--- src/rtl/soda_pkg.sv ---
// soda_pkg: shared state encoding, coin constants and coin legality helper
package soda_pkg;
  typedef enum logic [1:0] {IDLE, ACCUM, VEND, CHANGE} state_t;
  localparam logic [7:0] COIN_10 = 8'd10;
  localparam logic [7:0] COIN_50 = 8'd50;
  localparam logic [7:0] COIN_100 = 8'd100;
  localparam logic [7:0] CREDIT_MAX = 8'd255;
  function automatic logic is_coin(input logic [7:0] v);
    return v == COIN_10 || v == COIN_50 || v == COIN_100;
  endfunction
endpackage

--- src/rtl/change_sel.sv ---
// change_sel: largest change coin not exceeding the given credit, 0 when credit is 0
module change_sel
  import soda_pkg::*;
(
  input  logic [7:0] tot,
  output logic [7:0] coin
);
  always_comb coin = tot >= COIN_100 ? COIN_100 : tot >= COIN_50 ? COIN_50 : tot >= COIN_10 ? COIN_10 : 8'd0;
endmodule

--- src/rtl/soda_vend_ctrl.sv ---
// soda_vend_ctrl: coin credit accumulation, single-cycle dispense and coin-by-coin change payout
module soda_vend_ctrl
  import soda_pkg::*;
#(
  parameter int PRICE = 150
) (
  input  logic       sys_clk,
  input  logic       reset,
  input  logic       coin_valid,
  input  logic [7:0] coin_val,
  input  logic       cancel,
  input  logic       chg_ready,
  output logic [7:0] tot,
  output logic       d,
  output logic       coin_reject,
  output logic       chg_valid,
  output logic [7:0] chg_val,
  output logic       busy
);
  if (PRICE % 10 != 0 || PRICE < 10 || PRICE > 250) begin : g_bad_price
    $error("soda_vend_ctrl: PRICE must be a multiple of 10 in 10..250");
  end
  localparam logic [7:0] PRICE_L = 8'(PRICE);
  state_t state;
  logic [8:0] sum;
  logic [7:0] rem, sel_in, next_coin;
  logic accept;
  always_comb begin
    sum = {1'b0, tot} + {1'b0, coin_val};
    accept = coin_valid && is_coin(coin_val) && sum <= {1'b0, CREDIT_MAX} &&
             (state == IDLE || (state == ACCUM && tot < PRICE_L && !cancel));
    rem = state == VEND ? tot - PRICE_L : tot - chg_val;
    sel_in = state == ACCUM ? tot : rem;
  end
  change_sel u_change_sel (.tot(sel_in), .coin(next_coin));
  always_ff @(posedge sys_clk) begin
    if (reset) begin
      state <= IDLE;
      tot <= '0;
      d <= 1'b0;
      coin_reject <= 1'b0;
      chg_valid <= 1'b0;
      chg_val <= '0;
      busy <= 1'b0;
    end else begin
      d <= 1'b0;
      coin_reject <= coin_valid && !accept;
      case (state)
        IDLE: if (accept) begin
          tot <= sum[7:0];
          state <= ACCUM;
        end
        ACCUM: if (tot >= PRICE_L) begin
          state <= VEND;
          d <= 1'b1;
          busy <= 1'b1;
        end else if (cancel) begin
          state <= CHANGE;
          chg_valid <= 1'b1;
          chg_val <= next_coin;
          busy <= 1'b1;
        end else if (accept) tot <= sum[7:0];
        VEND: begin
          tot <= rem;
          state <= rem != 0 ? CHANGE : IDLE;
          chg_valid <= rem != 0;
          chg_val <= next_coin;
          busy <= rem != 0;
        end
        CHANGE: if (chg_ready) begin
          tot <= rem;
          chg_val <= next_coin;
          state <= rem != 0 ? CHANGE : IDLE;
          chg_valid <= rem != 0;
          busy <= rem != 0;
        end
        default: state <= IDLE;
      endcase
    end
  end
endmodule

--- config.mk ---
export PLATFORM = sky130hd
export DESIGN_NAME = soda_vend_ctrl
export DESIGN_NICKNAME = d
export VERILOG_FILES = /design/src/rtl/soda_pkg.sv /design/src/rtl/change_sel.sv /design/src/rtl/soda_vend_ctrl.sv
export SDC_FILE = /design/constraint.sdc
export NUM_CORES = 1
export LEC_CHECK = 0
export ABC_AREA = 1
export CAP_MARGIN = 0
export CORE_MARGIN = 5
export CORE_UTILIZATION = 60
export DETAILED_ROUTE_END_ITERATION = 7
export GPL_ROUTABILITY_DRIVEN = 0
export GPL_TIMING_DRIVEN = 0
export PLACE_DENSITY_LB_ADDON = 0.12
export SLEW_MARGIN = 0
export SYNTH_ARGS = -nofsm -noshare
export SYNTH_HDL_FRONTEND = slang
export SYNTH_HIERARCHICAL = 1
export SYNTH_SLANG_ARGS = --single-unit
--- constraint.sdc ---
create_clock -name sys_clk -period 4.8 [get_ports sys_clk]
set_input_delay 0.72 -clock sys_clk [delete_from_list [all_inputs] [get_ports sys_clk]]
set_output_delay 0.72 -clock sys_clk [all_outputs]
set_load 0.005 [all_outputs]
; ---- Word-level counts from Yosys, hierarchy flattened
; Cells that the tools add are included.
[op_classes]
n_eq_ne = 12
order_cmp = 6
bitwise = 1
reduce_logical = 19
muxes = 27
add_sub_neg = 3
[ops]
columns = op, count
row1 = 2-to-1 mux 8 bit, 11
row2 = case mux 8 bit (4 select lines), 1
row3 = case mux 8 bit (3 select lines), 1
row4 = 2-to-1 mux 2 bit, 5
row5 = "inequality test 2 bit, second input constant", 5
row6 = adder 8 x 8 -> 9 bit, 1
row7 = "<= comparator 9 x 8 -> 1 bit, second input constant", 1
row8 = AND reduction 3 bit, 3
row9 = "equality test 8 x 4 -> 1 bit, second input constant", 1
row10 = "equality test 8 x 6 -> 1 bit, second input constant", 1
row11 = "equality test 8 x 7 -> 1 bit, second input constant", 1
row12 = "greater-or-equal comparator 8 x 4 -> 1 bit, second input constant", 1
row13 = "greater-or-equal comparator 8 x 6 -> 1 bit, second input constant", 1
row14 = "greater-or-equal comparator 8 x 7 -> 1 bit, second input constant", 1
row15 = "greater-or-equal comparator 8 bit, second input constant", 1
row16 = "less-than comparator 8 bit, second input constant", 1
row17 = case mux 2 bit (4 select lines), 1
row18 = nonzero test 8 bit, 1
row19 = subtractor 8 bit, 1
row20 = "subtractor 8 bit, second input constant", 1
row21 = logical AND 1 bit, 6
row22 = case mux 1 bit (3 select lines), 2
row23 = 2-to-1 mux 1 bit, 5
row24 = "equality test 2 bit, second input constant", 2
row25 = other kinds (10), 13
[word_totals]
ff_bits = 22
word_cells = 75
input_bits = 13
output_inout_bits = 20

; ---- Longest topological paths before layout
[depth]
word_depth = 10
depth_mapped = 20
mapped_depth_nobuf = 20

; ---- Cells and area by module
; Netlist, hierarchy kept.
[by_module_without_submodules]
columns = mod, seq_area_each_um2, area_each_um2, cells_each, instances
row1 = soda_vend_ctrl, 440.4, 2088.3, 353, 1
row2 = change_sel, 0.0, 153.9, 33, 1

; ---- Least setup slack after synthesis
; Ideal clock, no wire load.
[synth_path]
path_type = flip-flop to flip-flop
start = register tot[1]
end = register chg_val[6]
stages_incl_launch_ff = 18
slack_ns = 2.421
arrival_ns = 2.262
required_time_ns = 4.683
period_less_slack_ns = 2.379
setup_ns = 0.117
n_path_buf = 1
cell_sequence = dfxtp_1 inv_1 fa_1 inv_1 nand3_1 nand3_1 nand2_1 nand3_1 nand2_1 nand2_1 o21ai_0 nor2_4 inv_2 nand2_2 nand2_2 buf_4 o21ai_1 a21oi_1
[synth_between]
elab_chain_len = 8
elab_cells_between_ends = 13
cone_classes = add/sub (2) / order compare (2) / eq/ne (1) / mux (7) / reduce/logical (1)
[synth_lines]
columns = item, line_no
row1 = "start, declared", soda_vend_ctrl.sv:13  ; output logic [7:0] tot,
row2 = "start signal, assigned", soda_vend_ctrl.sv:50  ; tot <= sum[7:0];
row3 = "start signal, assigned", soda_vend_ctrl.sv:62  ; end else if (accept) tot <= sum[7:0];
row4 = "start signal, assigned", soda_vend_ctrl.sv:64  ; tot <= rem;
row5 = subtractor 8 bit, soda_vend_ctrl.sv:32  ; rem = state == VEND ? tot - PRICE_L : tot - chg_val;
row6 = 2-to-1 mux 8 bit (*), soda_vend_ctrl.sv:32
row7 = 2-to-1 mux 8 bit (*), soda_vend_ctrl.sv:33  ; sel_in = state == ACCUM ? tot : rem;
row8 = net sel_in[6], soda_vend_ctrl.sv:26  ; logic [7:0] rem, sel_in, next_coin;
row9 = greater-or-equal comparator 8 x 7 -> 1 bit (*), change_sel.sv:8  ; always_comb coin = tot >= COIN_100 ? COIN_100 : tot >= COIN_50 ? COIN_50 : tot >= COIN_10 ? COIN_10 : 8'd0;
row10 = 2-to-1 mux 8 bit (*), change_sel.sv:8
row11 = net next_coin[6], soda_vend_ctrl.sv:26
row12 = 2-to-1 mux 8 bit, soda_vend_ctrl.sv:57  ; end else if (cancel) begin
row13 = 2-to-1 mux 8 bit, soda_vend_ctrl.sv:53  ; ACCUM: if (tot >= PRICE_L) begin
row14 = case mux 8 bit (3 select lines) (*), soda_vend_ctrl.sv:48  ; case (state)
row15 = "end signal, assigned", soda_vend_ctrl.sv:60  ; chg_val <= next_coin;
row16 = "end signal, assigned", soda_vend_ctrl.sv:67  ; chg_val <= next_coin;
row17 = "end signal, assigned", soda_vend_ctrl.sv:72  ; chg_val <= next_coin;
row18 = "end, declared", soda_vend_ctrl.sv:17  ; output logic [7:0] chg_val,
; The timed path passes the listed nets; every way through them passes the cells marked *. The select of a mux whose other input is x is not followed.
; A chain may end at the register's enable or synchronous reset.

; ---- Final worst setup path
[layout_path]
start = register tot[1]
end = register chg_val[1]
[layout_between]
elab_chain_len = 10
elab_cells_between_ends = 17
cone_classes = add/sub (2) / order compare (4) / eq/ne (1) / mux (9) / reduce/logical (1)
[layout_lines]
columns = item, line_no
row1 = subtractor 8 bit, soda_vend_ctrl.sv:32
row2 = 2-to-1 mux 8 bit (*), soda_vend_ctrl.sv:32
row3 = 2-to-1 mux 8 bit (*), soda_vend_ctrl.sv:33
row4 = net sel_in[4], soda_vend_ctrl.sv:26
row5 = greater-or-equal comparator 8 x 4 -> 1 bit, change_sel.sv:8
row6 = 2-to-1 mux 4 bit, change_sel.sv:8
row7 = 2-to-1 mux 8 bit, change_sel.sv:8
row8 = 2-to-1 mux 8 bit (*), change_sel.sv:8
row9 = net next_coin[1], soda_vend_ctrl.sv:26
row10 = 2-to-1 mux 8 bit, soda_vend_ctrl.sv:57
row11 = 2-to-1 mux 8 bit, soda_vend_ctrl.sv:53
row12 = case mux 8 bit (3 select lines) (*), soda_vend_ctrl.sv:48
; Marked as above.

==> impl_metrics.csv <==
group,metric,value,unit
cells_and_area,final.fill_count,341,
sta,tightest_slew,0.5611,ns
synth,synthesis.instances,384,
sta,worst_hold_slack,0.4933,ns
grt,largest_net_degree_at_the_start_of_global_routing,14,
job,cap_viol_max_count,0,
sta,fin_worst_skew,0.002793,ns
grt,antenna_found_initial,0,
hold_path,whs_path_depth,2,
worst_setup_path,timing.rr.start,"tot[1]$_SDFFE_PP0P_",
sta,min_period,2.804,ns
worst_setup_path,worstPathBufferInverterCount,2,
grt,grt_pass1_vias,2190,
routing,totalWireLength,5732,um
clocking,clock_path_buffers,2,
sta,slew_headroom,62.59,%
worst_setup_path,critical-path-top-delay-family,"simple AND/OR/NAND/NOR gates",
clocking,gates_resized_cts_repair,0,
cells_and_area,area_growth,19.94,%
status,result_of_the_run,"complete, no violations",
floorplanning,ioPinCount,33,
grt,grt_first_pass_wirelength,9625,um
worst_setup_path,criticalPathCategory,"flop to flop",
worst_setup_path,worstRegToRegCells,16,
sta,count_of_endpoints_failing_hold_in_the_final_timing_report,0,
clocking,cts.hold.buffers_added,0,
cells_and_area,layout.cells.most_common,"sky130_fd_sc_hd__nand2_1",
worst_setup_path,critPathMaxStageDelay,0.58,ns
worst_setup_path,critical-path-top-cell-by-count,"sky130_fd_sc_hd__nand2_1",
routing,postRouteAntennaNets,0,
cells_and_area,mostFrequentLayoutCells,"103 x sky130_fd_sc_hd__nand2_1, 60 x sky130_fd_sc_hd__inv_1, 37 x sky130_fd_sc_hd__nor2_1",
worst_setup_path,critical_path.cell_chain,"inv_1, fa_1, inv_1, nand2_1, nand2_1, nand2_1, nand3_1, nand2_1, o21ai_0, nand2_1, nand2_1, nand2_2, nand2_2, nor2_1, o21ai_0, a21oi_1",
worst_setup_path,slowest_stage_cell_cp,"sky130_fd_sc_hd__dfxtp_1",
worst_setup_path,startpoint,"tot[1]$_SDFFE_PP0P_",
clocking,clock_latency,0.27,ns
synth,synth.yosys.warnings,6,
routing,num_vias,2468,
clocking,clock_sinks,22,
sta,maxClockFrequency,356.6,MHz
sta,finalSetupViolations,0,
worst_setup_path,crit_path_end_kind,"flop",
routing,drc,0,
clocking,tritoncts,"done",
clocking,cts_inserted_buffers,3,
floorplanning,initial_utilization,61.47,%
worst_setup_path,timing.critical_path.from_type,"flop",
sta,timing.final.max_slew_violations,0,
floorplanning,core_area,3633,sq um
synth,post_synthesis_area_per_instance,5.816,sq um
routing,route.detailed.vias_per_inst,5.274,
worst_setup_path,setup.reg_to_reg.worst_slack,2.00,ns
sta,rsz0062_at_grt,"false",
hold_path,min_delay_worst_type,"flop to flop",
place,post-dp-hpwl,4509,um
routing,dr.first_iter.drc_count,146,
clocking,cts.clk_slew.worst_paths,0.09,ns
routing,wl_per_cell,12.25,um
grt,track_usage,23.06,%
sta,setup_total_negative_slack,0,ns
cells_and_area,insertedDiodeCount,0,
place,port_buffers,31,
floorplanning,fp.dieArea,5042,sq um
floorplanning,die_w,71.01,um
cells_and_area,layout.nets,452,
floorplanning,placement_row_count,22,
cells_and_area,post_route_cells_drive_above_1_share,6.905,%
floorplanning,die_h,71.01,um
worst_setup_path,worstSetupEndpoint,"chg_val[1]$_SDFFE_PP0P_",
synth,synth_area,2233,sq um
worst_setup_path,cp_data_required_time,4.97,ns
grt,globalRouteOverflowTotal,0,
clocking,clock_tree.htree_level_count,1,
worst_setup_path,crit-reg2reg-capture,"chg_val[1]$_SDFFE_PP0P_",
worst_setup_path,worstPathMaxFanout,9,
sta,final.period_utilization,58.42,%
worst_setup_path,crit_arrival,2.97,ns
worst_setup_path,crit_cells,16,
routing,drt_first_pass_iters,4,
clocking,clock_tree.root_cell,"sky130_fd_sc_hd__clkbuf_8",
clocking,postCtsSetupRepairBufs,0,
## final cells by class
| type | instances | area [sq um] | share of cell area (%) |
|---|---|---|---|
| multi-input combinational | 287 | 1485 | 55.44 |
| sequential | 22 | 440.4 | 16.44 |
| timing repair buffer | 31 | 310.3 | 11.58 |
| inverter | 66 | 247.7 | 9.248 |
| buffer | 10 | 63.81 | 2.382 |
| tap | 48 | 60.06 | 2.242 |
| clock buffer | 3 | 41.29 | 1.541 |
| clock inverter | 1 | 30.03 | 1.121 |
## routing by layer
metal	GRT usage (%)	part of all wire, %	vias up
met4	3.758	1.0	0
met5	0	0	-
li1	-	-	1298
met3	2.415	6.0	6
met1	31.96	47	1089
met2	39.24	46	75
## tightest hold or removal path, cell delays in order (launching register included)
cell,delay [ns]
sky130_fd_sc_hd__dfxtp_1,0.32
sky130_fd_sc_hd__inv_1,0.07
sky130_fd_sc_hd__a21oi_1,0.06
## flip-flops by register name, indices dropped and copies added (netlist names)
signal,cells
chg_val,8
tot,8
state,2
busy,1
chg_valid,1
coin_reject,1
d,1
## through the flow
step | std cells | setup WS (ns) | util, % | area, sq um
final | 468 | 1.996 | 73.73 | 2679
after global routing | 468 | 1.681 | 73.73 | 2679
after CTS | 468 | 2.011 | 73.73 | 2679
after detailed placement | 464 | 1.750 | 71.76 | 2608
after global placement | 464 | 1.765 | 71.76 | 2608
after floorplan | 385 | 2.421 | - | 2237
## worst min path at each step
stage                                       start                       to  slack (ns)
after floorplan           chg_val[2]$_SDFFE_PP0P_  chg_val[2]$_SDFFE_PP0P_        0.46
after global placement    chg_val[6]$_SDFFE_PP0P_  chg_val[6]$_SDFFE_PP0P_        0.47
after detailed placement  chg_val[5]$_SDFFE_PP0P_  chg_val[5]$_SDFFE_PP0P_        0.48
after CTS                 chg_val[5]$_SDFFE_PP0P_  chg_val[5]$_SDFFE_PP0P_        0.50
after global routing      chg_val[4]$_SDFFE_PP0P_  chg_val[4]$_SDFFE_PP0P_        0.52
final                     chg_val[4]$_SDFFE_PP0P_  chg_val[4]$_SDFFE_PP0P_        0.49
Power is left out: the tool's default activity adds up to more than one toggle a clock period on the data nets, which glitch-free logic cannot reach.
